**config.mk**
```make
export PLATFORM = sky130hd
export DESIGN_NAME = sdram_req_arbiter
export DESIGN_NICKNAME = d
export VERILOG_FILES = /design/src/rtl/sdram_req_arbiter.sv
export SDC_FILE = /design/constraint.sdc
export NUM_CORES = 1
export LEC_CHECK = 0
export ABC_AREA = 0
export BUFFER_PORTS_ARGS = -buffer_cell sky130_fd_sc_hd__buf_2
export CORE_AREA = 5 5 120 122
export DETAILED_ROUTE_END_ITERATION = 10
export DIE_AREA = 0 0 125 127
export SYNTH_ARGS = -nofsm -noshare
export SYNTH_HDL_FRONTEND = slang
export SYNTH_SLANG_ARGS = --single-unit
```
**constraint.sdc**
```tcl
create_clock -name clk -period 2.7 [get_ports clk]
set_input_delay 0.81 -clock clk [delete_from_list [all_inputs] [get_ports clk]]
set_output_delay 0.81 -clock clk [all_outputs]
set_load 0.05 [all_outputs]
```
**src/rtl/sdram_req_arbiter.sv**
```systemverilog
// sdram_req_arbiter: round-robin two-master front end for sdram_core, routing read acks back via an id FIFO
module sdram_req_arbiter #(
    parameter int ADDR_WIDTH = 32,
    parameter int DATA_WIDTH = 32,
    parameter int MAX_RD_OUT = 4
) (
    input  logic                    clk,
    input  logic                    rst,
    input  logic [ADDR_WIDTH-1:0]   i_m0_addr,
    input  logic [DATA_WIDTH-1:0]   i_m0_write_data,
    input  logic [DATA_WIDTH/8-1:0] i_m0_wr,
    input  logic                    i_m0_rd,
    output logic                    o_m0_accept,
    output logic                    o_m0_ack,
    output logic [DATA_WIDTH-1:0]   o_m0_read_data,
    input  logic [ADDR_WIDTH-1:0]   i_m1_addr,
    input  logic [DATA_WIDTH-1:0]   i_m1_write_data,
    input  logic [DATA_WIDTH/8-1:0] i_m1_wr,
    input  logic                    i_m1_rd,
    output logic                    o_m1_accept,
    output logic                    o_m1_ack,
    output logic [DATA_WIDTH-1:0]   o_m1_read_data,
    output logic [ADDR_WIDTH-1:0]   o_core_addr,
    output logic [DATA_WIDTH-1:0]   o_core_write_data,
    output logic [DATA_WIDTH/8-1:0] o_core_wr,
    output logic                    o_core_rd,
    input  logic                    i_core_accept,
    input  logic                    i_core_ack,
    input  logic [DATA_WIDTH-1:0]   i_core_read_data,
    output logic                    o_ack_orphan
);
    localparam int PW = $clog2(MAX_RD_OUT);
    localparam int CW = PW + 1;
    typedef enum logic [1:0] {IDLE, GRANT0, GRANT1} state_t;
    state_t r_state, w_next;
    logic r_rr, r_orphan;
    logic [MAX_RD_OUT-1:0] r_ids;
    logic [PW-1:0] r_wp, r_rp;
    logic [CW-1:0] r_cnt;
    logic w_m0_wreq, w_m1_wreq, w_m0_rd, w_m1_rd, w_full, w_empty;
    logic w_e0, w_e1, w_g0, w_g1, w_take, w_push, w_pop, w_head;
    assign w_m0_wreq = |i_m0_wr;
    assign w_m1_wreq = |i_m1_wr;
    assign w_m0_rd   = i_m0_rd & ~w_m0_wreq;
    assign w_m1_rd   = i_m1_rd & ~w_m1_wreq;
    assign w_full    = r_cnt == CW'(MAX_RD_OUT);
    assign w_empty   = r_cnt == '0;
    assign w_e0      = w_m0_wreq | (w_m0_rd & ~w_full);
    assign w_e1      = w_m1_wreq | (w_m1_rd & ~w_full);
    // reset drops the grant and the return path in the same cycle
    assign w_g0      = (r_state == GRANT0) & ~rst;
    assign w_g1      = (r_state == GRANT1) & ~rst;
    assign w_take    = i_core_accept & (w_g0 | w_g1);
    assign w_push    = w_take & (w_g0 ? w_m0_rd : w_m1_rd);
    assign w_pop     = i_core_ack & ~w_empty & ~rst;
    assign w_head    = r_ids[r_rp];
    always_comb begin
        w_next = r_state;
        if (r_state == IDLE)
            w_next = (w_e0 & w_e1) ? (r_rr ? GRANT1 : GRANT0) : w_e0 ? GRANT0 : w_e1 ? GRANT1 : IDLE;
        else if (i_core_accept)
            w_next = IDLE;
    end
    assign o_core_addr       = w_g0 ? i_m0_addr : w_g1 ? i_m1_addr : '0;
    assign o_core_write_data = w_g0 ? i_m0_write_data : w_g1 ? i_m1_write_data : '0;
    assign o_core_wr         = w_g0 ? i_m0_wr : w_g1 ? i_m1_wr : '0;
    assign o_core_rd         = (w_g0 & w_m0_rd) | (w_g1 & w_m1_rd);
    assign o_m0_accept       = w_g0 & i_core_accept;
    assign o_m1_accept       = w_g1 & i_core_accept;
    assign o_m0_ack          = w_pop & ~w_head;
    assign o_m1_ack          = w_pop & w_head;
    assign o_m0_read_data    = o_m0_ack ? i_core_read_data : '0;
    assign o_m1_read_data    = o_m1_ack ? i_core_read_data : '0;
    assign o_ack_orphan      = r_orphan;
    always_ff @(posedge clk) begin
        if (rst) begin
            r_state  <= IDLE;
            r_rr     <= 1'b0;
            r_orphan <= 1'b0;
            r_ids    <= '0;
            r_wp     <= '0;
            r_rp     <= '0;
            r_cnt    <= '0;
        end else begin
            r_state <= w_next;
            if (w_take) r_rr <= w_g0;
            if (w_push) begin
                r_ids[r_wp] <= w_g1;
                r_wp        <= r_wp + 1'b1;
            end
            if (w_pop) r_rp <= r_rp + 1'b1;
            r_cnt <= r_cnt + CW'(w_push) - CW'(w_pop);
            if (i_core_ack & w_empty) r_orphan <= 1'b1;
        end
    end
endmodule
```
# Word level (Yosys, flattened, before mapping)
# Cells that the tools add are included.
word_totals:
  latchBits: 0
  mem_bits_rw: 0
  mem_count: 0
  input_bits: 174
  output_inout_bits: 138
  regBits: 15
  romBits: 0
  elab_cells: 71
op_classes:
  bitwise_logic: 28
  n_lt_le_gt_ge: 3
  reduce_logical: 6
  add_sub_neg: 4
  n_shift: 0
  multipliers: 0
  div_mod_pow: 0
  eq_ne: 3
  muxes: 20
op_table:
  columns: ["cell", "n"]
  rows:
  - ["$mux 32", 6]
  - ["$and 1x1->1", 18]
  - ["$mux 2", 6]
  - ["$mux 4", 2]
  - ["$reduce_or 4->1", 2]
  - ["$lt 2x3->1 const B", 2]
  - ["$not 1->1", 6]
  - ["$add 2x1->2 const B", 2]
  - ["$bwmux 4", 1]
  - ["$or 1x1->1", 4]
  - ["$add 3x1->3", 1]
  - ["$eq 3x3->1 const B", 1]
  - ["$logic_not 3->1", 1]
  - ["$mux 1", 3]
  - ["$sub 3x1->3", 1]
  - ["$bmux 1 s2", 1]
  - ["$demux 1 s2", 1]
  - ["$eq 2x1->1 const B", 1]
  - ["$eq 2x2->1 const B", 1]
  - ["$ge 2x1->1 const B", 1]
  - ["$logic_not 2->1", 1]
  - ["$reduce_bool 2->1", 1]
  - ["$logic_and 1x1->1", 1]

# Depth between registers and ports, before layout
logic_depth:
  depth_word: 9
  depth_mapped: 10

# Least setup slack after synthesis
# No wires, ideal clock.
synth_path:
  kind: "input -> output"
  from: "input port rst"
  to: "output port o_m0_read_data[22]"
  setup_slack_ns: -0.460
  stages: 5
  n_path_buf: 2
  required_time_ns: 1.890
  arrival_ns: 2.350
  cell_sequence: "buf_2 > nor3b_2 > and2b_1 > buf_2 > and2_1"
synth_between:
  elab_chain_len: 4
synth_lines:
  columns: ["element", "line_no", "text"]
  rows:
  - ["start: declaration", "8", "input logic rst,"]
  - ["$not 1->1", "55", "assign w_pop = i_core_ack & ~w_empty & ~rst;"]
  - ["$and 1x1->1", "55", null]
  - ["$and 1x1->1", "70", "assign o_m0_ack = w_pop & ~w_head;"]
  - ["net o_m0_ack", "14", "output logic o_m0_ack,"]
  - ["$mux 32", "72", "assign o_m0_read_data = o_m0_ack ? i_core_read_data : '0;"]
  - ["end: declaration", "15", "output logic [DATA_WIDTH-1:0] o_m0_read_data,"]
# The timed path passes the listed nets, and every way through them passes these cells.

# Worst setup path in the final report
layout_path:
  from: "input port rst"
  to: "output port o_m0_read_data[8]"
layout_between:
  elab_chain_len: 4
layout_lines:
  columns: ["element", "line_no"]
  rows:
  - ["$not 1->1", "55"]
  - ["$and 1x1->1", "55"]
  - ["$and 1x1->1", "70"]
  - ["$mux 32", "72"]
# Every way passes these cells.

==> out/metrics.cfg <==
[pwr]
powerDensity_nw_per_um2=441
design_power_total_uw=2930
peakVddDrop_mv=0.294
power.static_leakage_uw=0.00331

[die]
floorplan.initialDensity_pct=14.9
io_pins=312
die_area_um2=15900
rows=42
dieWidth_um=125
die-height_um=127
core-area_um2=13100

[setup_path]
worst-path-max-fanout=8
crit_path_end_kind=output pin
worst_ep_arrival_time_ps=2000
worstPathRequired_ps=1890
worst_setup_path_start_kind=primary input
timing_worst_setup_path_type=primary input to output pin

[global_routing]
grt_pass1_vias=3697
grt_antenna_before_repair=2
grt_use_met2_pct=28.5
grt_max_usage_layer=met2
grt_use_total_pct=15.8
groute.layer.met3.usage_pct=5.18
grt_remaining_overflow=0
grt_max_degree=34
grt_pass1_wl_um=20600
globalRouteMet1Util_pct=17.3

[synthesis]
yosysTopAreaCellShare_pct=30.5
yosys_register_bits=15
syn-instance-count=245
synthesis.area_per_instance_um2=7.97
post_synth_main_area_contributors=sky130_fd_sc_hd__a22o_1, sky130_fd_sc_hd__dfxtp_1, sky130_fd_sc_hd__and2_1, sky130_fd_sc_hd__and3_1, sky130_fd_sc_hd__ha_1
post_synth_instance_area_um2=1950
synth_cell_types=35
seq_area_frac_synth_pct=15.4
ys_warnings=0
netlist.top_cell.by_area=sky130_fd_sc_hd__a22o_1
synth_nets=426

[final_layout]
area.growth.synth_to_final_pct=240
layout_common_cells=sky130_fd_sc_hd__buf_2, sky130_fd_sc_hd__buf_8, sky130_fd_sc_hd__a22o_4
most_common_library_cell_in_the_layout_ignoring_fill_and_taps=sky130_fd_sc_hd__buf_2
utilization_pct=50.7
post_route_cells_drive_above_1_share_pct=87.8
num_antenna_cells=0
fin_nets=772
final_design_area_no_fill_um2=6640

[timing]
rsz_0062_raised_after_global_routing=true
hold_violations=0
layout_min_cycle_time_ps=2810
worst_hold_margin_ps=482
final.setup.tns_ps=-5550
worst_max_slew_pin_slew_ps=338
max_slew_margin_pct=77.5
final_min_period_over_clock_period_pct=104
post-route-worst-setup-slack_ps=-106
skew_ps=1.00
final_count_of_pins_violating_max_slew=0
maximum_frequency_from_static_timing_analysis_mhz=356
setup_viol_count_final=93

[clock_tree]
number_of_cts_inserted_buffers=3
clock_insertion_delay_worst_skew_ps=240
numClockSinks=15
cts_buffer_depth=2
hold_buffers=0
cts_root_buf=sky130_fd_sc_hd__clkbuf_16
htree_levels=1
path_clk_slew_ps=50
tritoncts=yes

[drt]
sum_of_routed_wire_length_over_all_layers_um=15300
drt.antenna.violating_nets=0
first_iter_violations=58
vias_after_detailed_routing=3531
dr.pass1.iters=4
routed_wire_length_per_instance_um=20.0
post-route-drc-count=0
post_drt_via_cell_ratio=4.61

[placement]
gp_congestion=0.870
port_buffers=311
hpwlAfterDp_um=10000
placement.cell_area_um2=4400

[status]
failed_checks=negative setup slack
outcome=finished with violations

[worst_hold_path]
hp-class=flop to flop

[run]
cap_viol_max_count=0

## cells by family after synthesis
kind of cell | share of synthesized area, %
XOR/XNOR | 1.79
buffers and inverters | 6.86
multiplexers | 3.46
AND/OR/NAND/NOR | 32.1
flip-flops | 15.4
adder cells (fa/ha/maj) | 4.87
AO/OA/AOI/OAI | 35.5
## through the flow
step	std cells	setup WS, ps
6_report	766	-106
5_1_grt	766	-147
4_1_cts	754	-97.3
3_5_place_dp	734	-227
3_3_place_gp	734	-212
2_1_floorplan	245	-83.0
## per-layer routing
metal,up-vias,share of wire [%]
li1,1626,-
met1,1624,36
met2,230,51
met3,47,8.7
met4,4,4.2
met5,-,0.18
## sequential cells by signal (all words and copies together), names as in the netlist
signal	count
r_rr	1
r_wp	2
r_cnt	3
r_state	2
o_ack_orphan	1
r_ids	4
r_rp	2
## report_power, final
group          leakage [uW]  switching [uW]  internal (uW)  total, uW
sequential         0.000123            30.8            253        283
combinational       0.00315            1210           1150       2360
clock             0.0000382            87.9            200        288
total               0.00331            1330           1600       2930
## cell usage after synthesis
| cell type | number |
|---|---|
| sky130_fd_sc_hd__dfxtp_1 | 15 |
| sky130_fd_sc_hd__a2111o_1 | 1 |
| sky130_fd_sc_hd__nand2b_1 | 3 |
| sky130_fd_sc_hd__inv_1 | 5 |
| sky130_fd_sc_hd__nand2_1 | 2 |
| sky130_fd_sc_hd__clkbuf_1 | 18 |
| sky130_fd_sc_hd__a21oi_2 | 1 |
| sky130_fd_sc_hd__a32o_1 | 1 |
| sky130_fd_sc_hd__buf_2 | 6 |
| sky130_fd_sc_hd__nor2_1 | 6 |
| sky130_fd_sc_hd__and3_1 | 32 |
| sky130_fd_sc_hd__nor3_1 | 2 |
| sky130_fd_sc_hd__nand3_1 | 5 |
| sky130_fd_sc_hd__mux4_2 | 1 |
| sky130_fd_sc_hd__and2b_1 | 1 |
| sky130_fd_sc_hd__a211o_1 | 2 |
| sky130_fd_sc_hd__clkbuf_2 | 2 |
| sky130_fd_sc_hd__o21ai_0 | 2 |
| sky130_fd_sc_hd__mux2_2 | 3 |
| sky130_fd_sc_hd__mux2_1 | 1 |
| sky130_fd_sc_hd__a21oi_1 | 3 |
| sky130_fd_sc_hd__a21bo_1 | 1 |
| sky130_fd_sc_hd__o211ai_1 | 1 |
| sky130_fd_sc_hd__and2_1 | 35 |
| sky130_fd_sc_hd__or3b_1 | 1 |
| sky130_fd_sc_hd__buf_1 | 2 |
| sky130_fd_sc_hd__xnor2_1 | 4 |
| sky130_fd_sc_hd__a21boi_0 | 1 |
| sky130_fd_sc_hd__fa_1 | 1 |
| sky130_fd_sc_hd__nor4bb_1 | 2 |
| sky130_fd_sc_hd__a22o_1 | 68 |
| sky130_fd_sc_hd__nor4_1 | 2 |
| sky130_fd_sc_hd__ha_1 | 6 |
| sky130_fd_sc_hd__nor2b_1 | 6 |
| sky130_fd_sc_hd__nor3b_2 | 3 |
## final timing paths
path,slack [ps],from,cells past startpoint,end
max,-110,rst,7,o_m0_read_data[8]
min,480,o_ack_orphan,2,o_ack_orphan
max reg2reg,370,r_state[0],10,r_cnt[2]
min reg2reg,480,o_ack_orphan,2,o_ack_orphan
## critical path, stage by stage
cell and delay (ps):
sky130_fd_sc_hd__buf_12 110, sky130_fd_sc_hd__buf_6 110, sky130_fd_sc_hd__nor3b_4 190, sky130_fd_sc_hd__and2b_4 290, sky130_fd_sc_hd__clkbuf_16 190, sky130_fd_sc_hd__and2_4 150
sky130_fd_sc_hd__buf_8 140
## timing repair
item | CTS | global route
resized for setup | 363 | 93
endpoints found under the setup margin | 137 | 138
buffers inserted | 10 | 6
pin swaps | 3 | 19
cloned | 6 | 9
## area by class of cell
| class | count | area (um2) |
|---|---|---|
| sequential | 15 | 304 |
| tap | 176 | 220 |
| clock buffer | 4 | 78.8 |
| timing repair buffer | 369 | 3750 |
| fill | 1145 | 6450 |
| multi-input combinational | 197 | 2260 |
| inverter | 5 | 18.8 |
Note: power is estimated with default switching activity, not from simulation.
